==> src/rtl/phy_tx_lane_sched_pkg.sv <==
// Shared symbol defaults and FSM encoding for the two-lane PHY TX scheduler.
package phy_tx_lane_sched_pkg;

    localparam logic [7:0] COM_SYM_DEF = 8'hBC;
    localparam logic [7:0] IDL_SYM_DEF = 8'h7C;

    typedef enum logic [2:0] {
        ST_SYNC = 3'd0,
        ST_IDLE = 3'd1,
        ST_HI   = 3'd2,
        ST_LO   = 3'd3,
        ST_COMS = 3'd4
    } state_t;

    // States in which a new word or a forced COM slot may be scheduled.
    function automatic logic is_open(state_t s);
        return (s == ST_IDLE) || (s == ST_LO) || (s == ST_COMS);
    endfunction

endpackage

==> src/rtl/phy_tx_lane_sched_com_cnt.sv <==
// Word counter between forced COM slots: saturates at COM_INTERVAL, cleared when the slot is taken.
module phy_tx_com_cnt #(
    parameter int COM_INTERVAL = 0
) (
    input  logic clk,
    input  logic reset_L,
    input  logic inc,
    input  logic clr,
    output logic com_due
);

    localparam int CNT_W = (COM_INTERVAL < 2) ? 1 : $clog2(COM_INTERVAL + 1);
    localparam logic [CNT_W-1:0] LIMIT = CNT_W'(COM_INTERVAL);

    logic [CNT_W-1:0] cnt;

    always_ff @(posedge clk) begin
        if (!reset_L) begin
            cnt <= '0;
        end else if (clr) begin
            cnt <= '0;
        end else if (inc && (cnt != LIMIT)) begin
            cnt <= cnt + 1'b1;
        end
    end

    assign com_due = (COM_INTERVAL != 0) && (cnt == LIMIT);

endmodule

==> src/rtl/phy_tx_lane_sched.sv <==
// Two-lane TX scheduler: SYNC training, idle fill, periodic COM slots and
// byte-striping of 32-bit words as {byte3,byte2} then {byte1,byte0}.
module phy_tx_lane_sched
    import phy_tx_lane_sched_pkg::*;
#(
    parameter int         SYNC_CYCLES  = 4,
    parameter int         COM_INTERVAL = 0,
    parameter logic [7:0] COM_SYM      = COM_SYM_DEF,
    parameter logic [7:0] IDL_SYM      = IDL_SYM_DEF
) (
    input  logic        clk,
    input  logic        reset_L,
    input  logic [31:0] data_in,
    input  logic        valid_in,
    output logic        ready_out,
    output logic [7:0]  lane0_out,
    output logic [7:0]  lane1_out,
    output logic        lane_k_out,
    output logic        sync_done
);

    localparam int SC_W = $clog2(SYNC_CYCLES + 1);

    state_t          state;
    logic [SC_W-1:0] sync_cnt;
    logic [15:0]     held;
    logic            com_due;
    logic            open_st;
    logic            accept;

    assign open_st   = is_open(state);
    assign ready_out = open_st && !com_due;
    assign accept    = valid_in && ready_out;

    // Clearing on entry to COMS lets the COMS cycle itself accept the next word.
    phy_tx_com_cnt #(
        .COM_INTERVAL(COM_INTERVAL)
    ) u_com_cnt (
        .clk    (clk),
        .reset_L(reset_L),
        .inc    (accept),
        .clr    (open_st && com_due),
        .com_due(com_due)
    );

    // NOTE: the held low half is reset too, so a word cut off by reset can never reappear on the lanes.
    always_ff @(posedge clk) begin
        if (!reset_L) begin
            state      <= ST_SYNC;
            sync_cnt   <= '0;
            held       <= '0;
            lane0_out  <= 8'h00;
            lane1_out  <= 8'h00;
            lane_k_out <= 1'b0;
            sync_done  <= 1'b0;
        end else begin
            case (state)
                ST_SYNC: begin
                    lane_k_out <= 1'b1;
                    if (sync_cnt == SC_W'(SYNC_CYCLES)) begin
                        state     <= ST_IDLE;
                        lane0_out <= IDL_SYM;
                        lane1_out <= IDL_SYM;
                        sync_done <= 1'b1;
                    end else begin
                        sync_cnt  <= sync_cnt + 1'b1;
                        lane0_out <= COM_SYM;
                        lane1_out <= COM_SYM;
                    end
                end
                ST_HI: begin
                    state      <= ST_LO;
                    lane0_out  <= held[15:8];
                    lane1_out  <= held[7:0];
                    lane_k_out <= 1'b0;
                end
                default: begin
                    if (com_due) begin
                        state      <= ST_COMS;
                        lane0_out  <= COM_SYM;
                        lane1_out  <= COM_SYM;
                        lane_k_out <= 1'b1;
                    end else if (accept) begin
                        state      <= ST_HI;
                        lane0_out  <= data_in[31:24];
                        lane1_out  <= data_in[23:16];
                        held       <= data_in[15:0];
                        lane_k_out <= 1'b0;
                    end else begin
                        state      <= ST_IDLE;
                        lane0_out  <= IDL_SYM;
                        lane1_out  <= IDL_SYM;
                        lane_k_out <= 1'b1;
                    end
                end
            endcase
        end
    end

endmodule

==> config.mk <==
export PLATFORM = sky130hd
export DESIGN_NAME = phy_tx_lane_sched
export DESIGN_NICKNAME = d
export VERILOG_FILES = /design/src/rtl/phy_tx_lane_sched_pkg.sv /design/src/rtl/phy_tx_lane_sched_com_cnt.sv /design/src/rtl/phy_tx_lane_sched.sv
export SDC_FILE = /design/constraint.sdc
export NUM_CORES = 1
export LEC_CHECK = 0
export ABC_AREA = 1
export CORE_MARGIN = 3
export CORE_UTILIZATION = 35
export DETAILED_ROUTE_END_ITERATION = 8
export PLACE_DENSITY = 0.68
export SLEW_MARGIN = 20
export SYNTH_ARGS = -nofsm -noshare
export SYNTH_HDL_FRONTEND = slang
export SYNTH_SLANG_ARGS = --single-unit
==> constraint.sdc <==
create_clock -name clk -period 1 [get_ports clk]
set_input_delay 0.15 -clock clk [delete_from_list [all_inputs] [get_ports clk]]
set_output_delay 0.15 -clock clk [all_outputs]
set_load 0.02 [all_outputs]
## After elaboration in Yosys (flattened, before gate mapping)

Index checks and enable logic that the tools add are counted.

| operators by class | value |
|---|---|
| reductions and logical operators | 8 |
| bitwise operators | 2 |
| add/sub/neg operators | 1 |
| equality and inequality tests | 6 |
| mux-type cells | 10 |

Operators with widths:

| kind | number |
|---|---|
| case mux 8 bit (2 select lines) | 2 |
| 2-to-1 mux 8 bit | 3 |
| equality test 3 x 2 -> 1 bit, second input constant | 2 |
| equality test 3 bit, second input constant | 2 |
| case mux 3 bit (2 select lines) | 1 |
| AND reduction 2 bit | 3 |
| adder 3 x 1 -> 3 bit, second input constant | 1 |
| equality test 3 x 1 -> 1 bit, second input constant | 1 |
| zero test 3 bit | 1 |
| 2-to-1 mux 3 bit | 1 |
| logical OR 1 bit | 2 |
| 2-to-1 mux 2 bit | 1 |
| != test 2 bit, second input constant | 1 |
| NOT 1 bit | 2 |
| case mux 1 bit (2 select lines) | 1 |
| OR reduction 2 bit | 1 |
| logical AND 1 bit | 1 |
| 2-to-1 mux 1 bit | 1 |

| word-level totals | value |
|---|---|
| input bits | 35 |
| word-level logic and storage cells | 34 |
| output and inout bits | 19 |
| register bits after elaboration | 40 |

## Longest topological paths before layout

Gate-level depths: netlist of the first run.

| depth | value |
|---|---|
| depth in word-level cells | 6 |
| gate-level depth with buffers | 8 |

## Hierarchy

Synthesis of the first run repeated with hierarchy kept, for this count alone.

| unflattened totals | value |
|---|---|
| cells, all modules | 227 |
| area total of the unflattened synthesis | 1632.8 µm² |

By module, submodules not included:

| module | instances | cells an instance | area an instance (µm²) |
|---|---|---|---|
| phy_tx_lane_sched | 1 | 225 | 1621.6 |
| phy_tx_com_cnt | 1 | 2 | 11.3 |

## Worst setup path after synthesis of the first run

Ideal clock, no wire load.

| path | value |
|---|---|
| path kind | reg-to-reg |
| from | reg sync_cnt[0] |
| to | reg lane0_out[6] |
| period minus slack after synthesis | 1.052 ns |
| data arrival time | 0.942 ns |
| path slack | -0.052 ns |
| cell stages (with the launch flop) | 9 |
| library setup time | 0.110 ns |
| buffers on the path | 0 |
| cells stage by stage | dfxtp_1 > inv_1 > ha_1 > nand2_1 > inv_1 > nand2_1 > nand3_1 > nand2_1 > inv_1 |

| between the ends | value |
|---|---|
| longest elaborated chain between the ends | 3 |

RTL lines:

| element | line | RTL |
|---|---|---|
| start, declared | phy_tx_lane_sched.sv:25 | `logic [SC_W-1:0] sync_cnt;` |
| start signal, assigned | phy_tx_lane_sched.sv:66 | `sync_cnt <= sync_cnt + 1'b1;` |
| equality test 3 bit | phy_tx_lane_sched.sv:60 | `if (sync_cnt == SC_W'(SYNC_CYCLES)) begin` |
| 2-to-1 mux 8 bit | phy_tx_lane_sched.sv:60 |  |
| case mux 8 bit (2 select lines) | phy_tx_lane_sched.sv:57 | `case (state)` |
| end signal, assigned | phy_tx_lane_sched.sv:73 | `lane0_out <= held[15:8];` |
| end signal, assigned | phy_tx_lane_sched.sv:85 | `lane0_out <= data_in[31:24];` |
| end, declared | phy_tx_lane_sched.sv:16 | `output logic [7:0] lane0_out,` |

Every way passes these cells.
A chain may end at the register's enable or synchronous reset.

## Final worst setup path of the first run

| path | value |
|---|---|
| from | reg sync_cnt[0] |
| to | reg lane0_out[7] |

Same word-level chain as after synthesis.

==> results of run 1 <==
flip-flops by register name, indices dropped and copies added, names as in the netlist, named ones only:
name	count
sync_cnt	3
lane1_out	8
state	1
lane0_out	8
sync_done	1
lane_k_out	1
held	16
how the worst max path moves through the flow:
stage / startpoint / end
after floorplan: sync_cnt[0] / sync_cnt[0]
after global placement: valid_in / held[14]
after detailed placement: valid_in / held[14]
after CTS: state[0] / lane1_out[0]
after global routing: state[0] / sync_cnt[0]
final: sync_cnt[0] / lane0_out[7]
critical path: cells and delay by family, from the launching register on:
family,cells,cell delay [ns]
and+or+nand+nor,4,0.33
buffers and inverters,2,0.12
DFF,1,0.33
adders and majority gates,1,0.15
layer usage:
| layer | vias up | part of all wire, % | global-route usage [%] |
|---|---|---|---|
| met3 | 5 | 9.1 | 6.87 |
| li1 | 726 | - | - |
| met4 | 0 | 1.3 | 4.38 |
| met5 | - | 0 | 0 |
| met1 | 604 | 42 | 15.7 |
| met2 | 46 | 47 | 22.1 |
report_power, final:
group	internal [mW]	switching, mW	leakage [nW]	total [mW]
Sequential	1.79	0.108	0.321	1.90
Clock	0.807	0.529	0.0612	1.34
Combinational	0.661	0.793	0.658	1.45
Total	3.26	1.43	1.04	4.69
cells in the mapped netlist, types with 2 or more instances:
cell       n  area, µm²
nand2_1   18       67.6
dfxtp_1   39        781
nand2_4    2       22.5
nand3_1   11       55.1
inv_1     15       56.3
a21oi_1    6       30.0
nor2_1    53        199
clkbuf_1   4       15.0
ha_1       2       25.0
o21ai_0   26        130
nor3_1     2       10.0
inv_2      2       7.51
nand2_2    3       18.8
cell type report:
type | count | area share, %
flip-flops and latches | 39 | 33.6
repair buffers | 67 | 24.6
inverters | 18 | 3.85
multi-input cells | 125 | 30.3
clock buffers | 6 | 3.53
clock inverters | 2 | 1.50
well taps | 50 | 2.68
timing repair:
action                     CTS  global route
setup endpoints to repair   55            36
gates resized for setup    105            43
pin swaps                    3             2
buffers inserted             1             1
cells by family after synthesis:
logic type / share of synthesized area [%]
buffers and inverters: 9.21
adders and majority gates: 1.67
DFF: 52.3
and+or+nand+nor: 26.1
AOI/OAI and AO/OA: 10.7
==> flow_summary.ini, run 1 <==
[finish]
layout.area.seq_um2 = 786
final_layout_size_suffix_gt1_share_pct = 32.3
n_fill_cell = 374
syn2layout_area_growth_pct = 56.5
multi_input_comb_area_um2 = 708
layout_commonest_cell = nor2_1
antenna_cells = 0
final_cell_mix = 50 x nor2_1, 35 x dfxtp_1, 33 x clkdlybuf4s50_1
finish.utilization_pct = 57.6
final_cells = 307
fin_area_um2 = 2340
finish.net_count = 293

[synthesis]
ys.flop_type = dfxtp_1
netlist_area_um2 = 1490
syn_area_per_cell_um2 = 7.82
synthCells = 191
synth-edff-count = 0
synth_cell_types = 21
async_reset_ff_share_pct = 0
ys.warnings.count = 0
synth_nets = 228
yosys_register_bits = 39
seq_area_frac_synth_pct = 52.3

[floorplanning]
core_um2 = 4060
die_h_um = 71.3
initial_utilization_pct = 36.8
die_area_um2 = 5090
row_count = 23
pin_count = 54
die_w_um = 71.3

[status]
violations = negative setup slack
status = finished, violations left

[worst_setup_path]
critPathSlowestCell = dfxtp_2
path_cells = inv_2 > ha_4 > nand2_4 > nand2_4 > nand3_1 > nand2_1 > inv_1
r2r-end = lane0_out[7]
critPathKind = reg2reg
reg2reg_from = sync_cnt[0]
arrival_ns = 1.21
critPathMaxFanout = 5
start_kind = flop
worst_path_most_repeated_cell = nand2_4
cp.required_ns = 1.19
ff2ff_setup_slack_ns = -0.01
end_kind = flop
slowest_delay_ns = 0.33
reg2regPathDepth = 7

[clock_tree]
cts_root_buf = clkbuf_8
cts_tree = yes
htreeDepth = 2
clk_latency_ns = 0.29
numCtsBuffers = 5
cts.sinks = 39
clk_pin_slew_ns = 0.07
cts_buffer_depth = 2
cts_hold_buf = 0

[route]
route.detailed.drc = 0
ant_nets = 0
detail_route.first_pass.iterations = 4
vias_per_cell = 4.50
wl_per_cell_um = 11.2
drt_iter0_drc = 29
dr_total_vias = 1381
wirelength_um = 3440

[timing]
fmax_mhz = 988
final.setup_skew_ns = 0.00456
setup_viol = 3
rsz0062_at_grt = true
final.setup.worst_slack_ns = -0.0124
slew_headroom_pct = 79.5
drv_slew = 0
tightest_slew_ns = 0.307
holdWs_ns = 0.366
finalCriticalPeriod_ns = 1.01
period_share_pct = 101
finalHoldViolations = 0
tns_ns = -0.0191

[power]
p_total_mw = 4.69
power_density_nw_per_um2 = 2000
p_leak_nw = 1.04
ir_worst_vdd_v = 0.00114

[hold_path]
whs_path_depth = 4
hp-start = valid_in
hold_class = in2reg
hold_path_end = held[6]

[grt]
track_usage_pct = 13.6
overflow = 0
grt_pass1_vias = 1259
grt_max_degree = 23
antenna_found_initial = 0
grt_pass1_wl_um = 5490

[placement]
dp.cells = 297
port_buffers = 53
dp_worst_setup_slack_ns = -0.292
place_area_um2 = 2130
dp_hpwl_um = 2380
gp_congestion = 0.751

[flow_run]
maxCapViolations = 0
Note: power is estimated with default switching activity, not from simulation.
==> run 2: changes to the inputs <==
Settings changed: CELL_PAD_IN_SITES_DETAIL_PLACEMENT set to 0, CELL_PAD_IN_SITES_GLOBAL_PLACEMENT set to 1, CORE_UTILIZATION 35 to 28, PLACE_DENSITY 0.68 to not set, PLACE_DENSITY_LB_ADDON set to 0.1, SYNTH_HIERARCHICAL set to 1.
==> run 2 against run 1 <==
The run still ends with negative setup slack left. Maximum frequency shrank 23%. Wire length grew 16%. Setup slack lost 0.31 ns. Cell count grew 21%. Die area grew 33%. Critical endpoint is now ready_out. Largest cell class unchanged. Largest power group unchanged.
==> flow_summary.ini, run 2 <==
[placement]
dp_hpwl_um = 2700
dp.cells = 359
port_buffers = 53
gp_congestion = 0.695

[synthesis]
synth_nets = 263
ys.warnings.count = 6
syn_area_per_cell_um2 = 7.21
synthCells = 226
netlist_area_um2 = 1630

[power]
ir_worst_vdd_v = 0.000766
p_leak_nw = 1.19
seqPwrFrac_pct = 41.6
power_density_nw_per_um2 = 1870
p_sw_mw = 1.64
intPower_mw = 3.17
pwr-share-clk_pct = 20.6
p_total_mw = 4.81
power_frac_comb_pct = 37.8
switching_share_pct = 34.0

[grt]
overflow = 0
grt_max_degree = 35
grt_pass1_vias = 1435
antenna_found_initial = 0
grt_pass1_wl_um = 6200
grt_use_met3_pct = 3.04
track_usage_pct = 12.1
use_met2_pct = 21.6
globalRoute.busiestLayer = met2
grtUsageMet1_pct = 13.4

[route]
route.detailed.drc = 0
wl_per_cell_um = 10.7
drt_iter0_drc = 22
wirelength_um = 3980
detail_route.first_pass.iterations = 4
ant_nets = 0
vias_per_cell = 4.10
dr_total_vias = 1529

[floorplanning]
die_h_um = 82.3
pin_count = 54
die_w_um = 82.3
initial_utilization_pct = 29.2
row_count = 27
core_um2 = 5570
die_area_um2 = 6770

[clock_tree]
cts_hold_buf = 0
numCtsBuffers = 5
cts_buffer_depth = 2
clk_latency_ns = 0.29
cts.sinks = 40
clk_pin_slew_ns = 0.07
cts_root_buf = clkbuf_8
htreeDepth = 2
cts_tree = yes

[timing]
period_share_pct = 132
holdWs_ns = 0.433
fmax_mhz = 758
rsz0062_at_grt = true
setup_viol = 40
final.setup.worst_slack_ns = -0.319
tns_ns = -9.41
finalHoldViolations = 0
finalCriticalPeriod_ns = 1.32
final.setup_skew_ns = 0.00769
drv_slew = 0

[status]
status = finished, violations left
violations = negative setup slack

[finish]
layout_commonest_cell = nor2_1
final_cell_mix = 48 x nor2_1, 37 x dfxtp_1, 34 x clkdlybuf4s50_1
regMostFlops = held
reg_top3 = held (16), lane0_out (8), lane1_out (8)
finish.utilization_pct = 46.1
syn2layout_area_growth_pct = 57.8
final_layout_size_suffix_gt1_share_pct = 31.9
largest_reg_flops = 16
finish.net_count = 338
n_fill_cell = 609
antenna_cells = 0
final_cells = 373

[flow_run]
maxCapViolations = 0

[worst_setup_path]
end_kind = output port
critPathKind = reg2out
critPathMaxFanout = 6
r2r-end = held[1]
path_cells = o21ai_4 > inv_2 > nor2_8 > buf_6
ff2ff_setup_slack_ns = -0.29
arrival_ns = 1.17
cp.required_ns = 0.85
reg2regPathDepth = 7
start_kind = flop
slowest_delay_ns = 0.34
reg2reg_from = state[1]
critPathSlowestCell = dfxtp_2

[hold_path]
whs_path_depth = 3
hold_class = in2reg
hold_path_end = lane0_out[5]
hp-start = data_in[29]
run 2: worst max path at each step:
stage,slack (ns),startpoint,end
floorplan,-0.24,state[1],held[10]
finish,-0.32,state[1],ready_out
global route,-0.38,state[1],held[3]
global placement,-0.49,state[0],ready_out
CTS,-0.31,state[1],ready_out
detailed placement,-0.51,state[0],ready_out
run 2: layout make-up:
type                            instances  area (µm²)  share of cell area (%)
Sequential cell                        40         807                    31.4
Timing Repair Buffer                   78         692                    26.9
Inverter                               32         123                    4.77
Clock buffer                            6        72.6                    2.82
Multi-Input combinational cell        144         782                    30.4
Tap cell                               72        90.1                    3.50
Clock inverter                          1        5.00                   0.195
run 2: routing by layer:
metal	vias to the layer above	wire length, µm	share of wire (%)
met5	-	0	0
met4	0	69	1.7
met2	28	1950	49
met3	8	163	4.1
li1	833	-	-
met1	660	1800	45
run 2: power groups by stage:
stage,clock [mW],combinational [mW],sequential (mW)
finish,0.990,1.82,2.00
global route,1.09,2.04,2.03
CTS,1.04,1.66,2.00
detailed placement,0,1.59,2.03
global placement,0,1.59,2.02
floorplan,0,0.800,2.15
run 2: through the flow:
| step | cell area (µm²) | setup WS (ns) |
|---|---|---|
| 2_1_floorplan | 1660 | -0.240 |
| 3_3_place_gp | 2360 | -0.493 |
| 3_5_place_dp | 2360 | -0.505 |
| 4_1_cts | 2430 | -0.307 |
| 5_1_grt | 2570 | -0.379 |
| 6_report | 2570 | -0.319 |
run 2: worst max-delay path, delay by kind of cell, from the launching register on:
kind | cells | cell delay, ns
and+or+nand+nor | 1 | 0.18
DFF | 1 | 0.34
AOI/OAI and AO/OA | 1 | 0.15
buffers and inverters | 2 | 0.21
run 2: what timing repair did:
action | 4_1_cts | 5_1_grt
cloned | 1 | 3
buffers inserted | 2 | 1
resized for setup | 99 | 27
endpoints found under the hold margin | 0 | 0
endpoints found under the setup margin | 58 | 41
pin swaps | 2 | 4
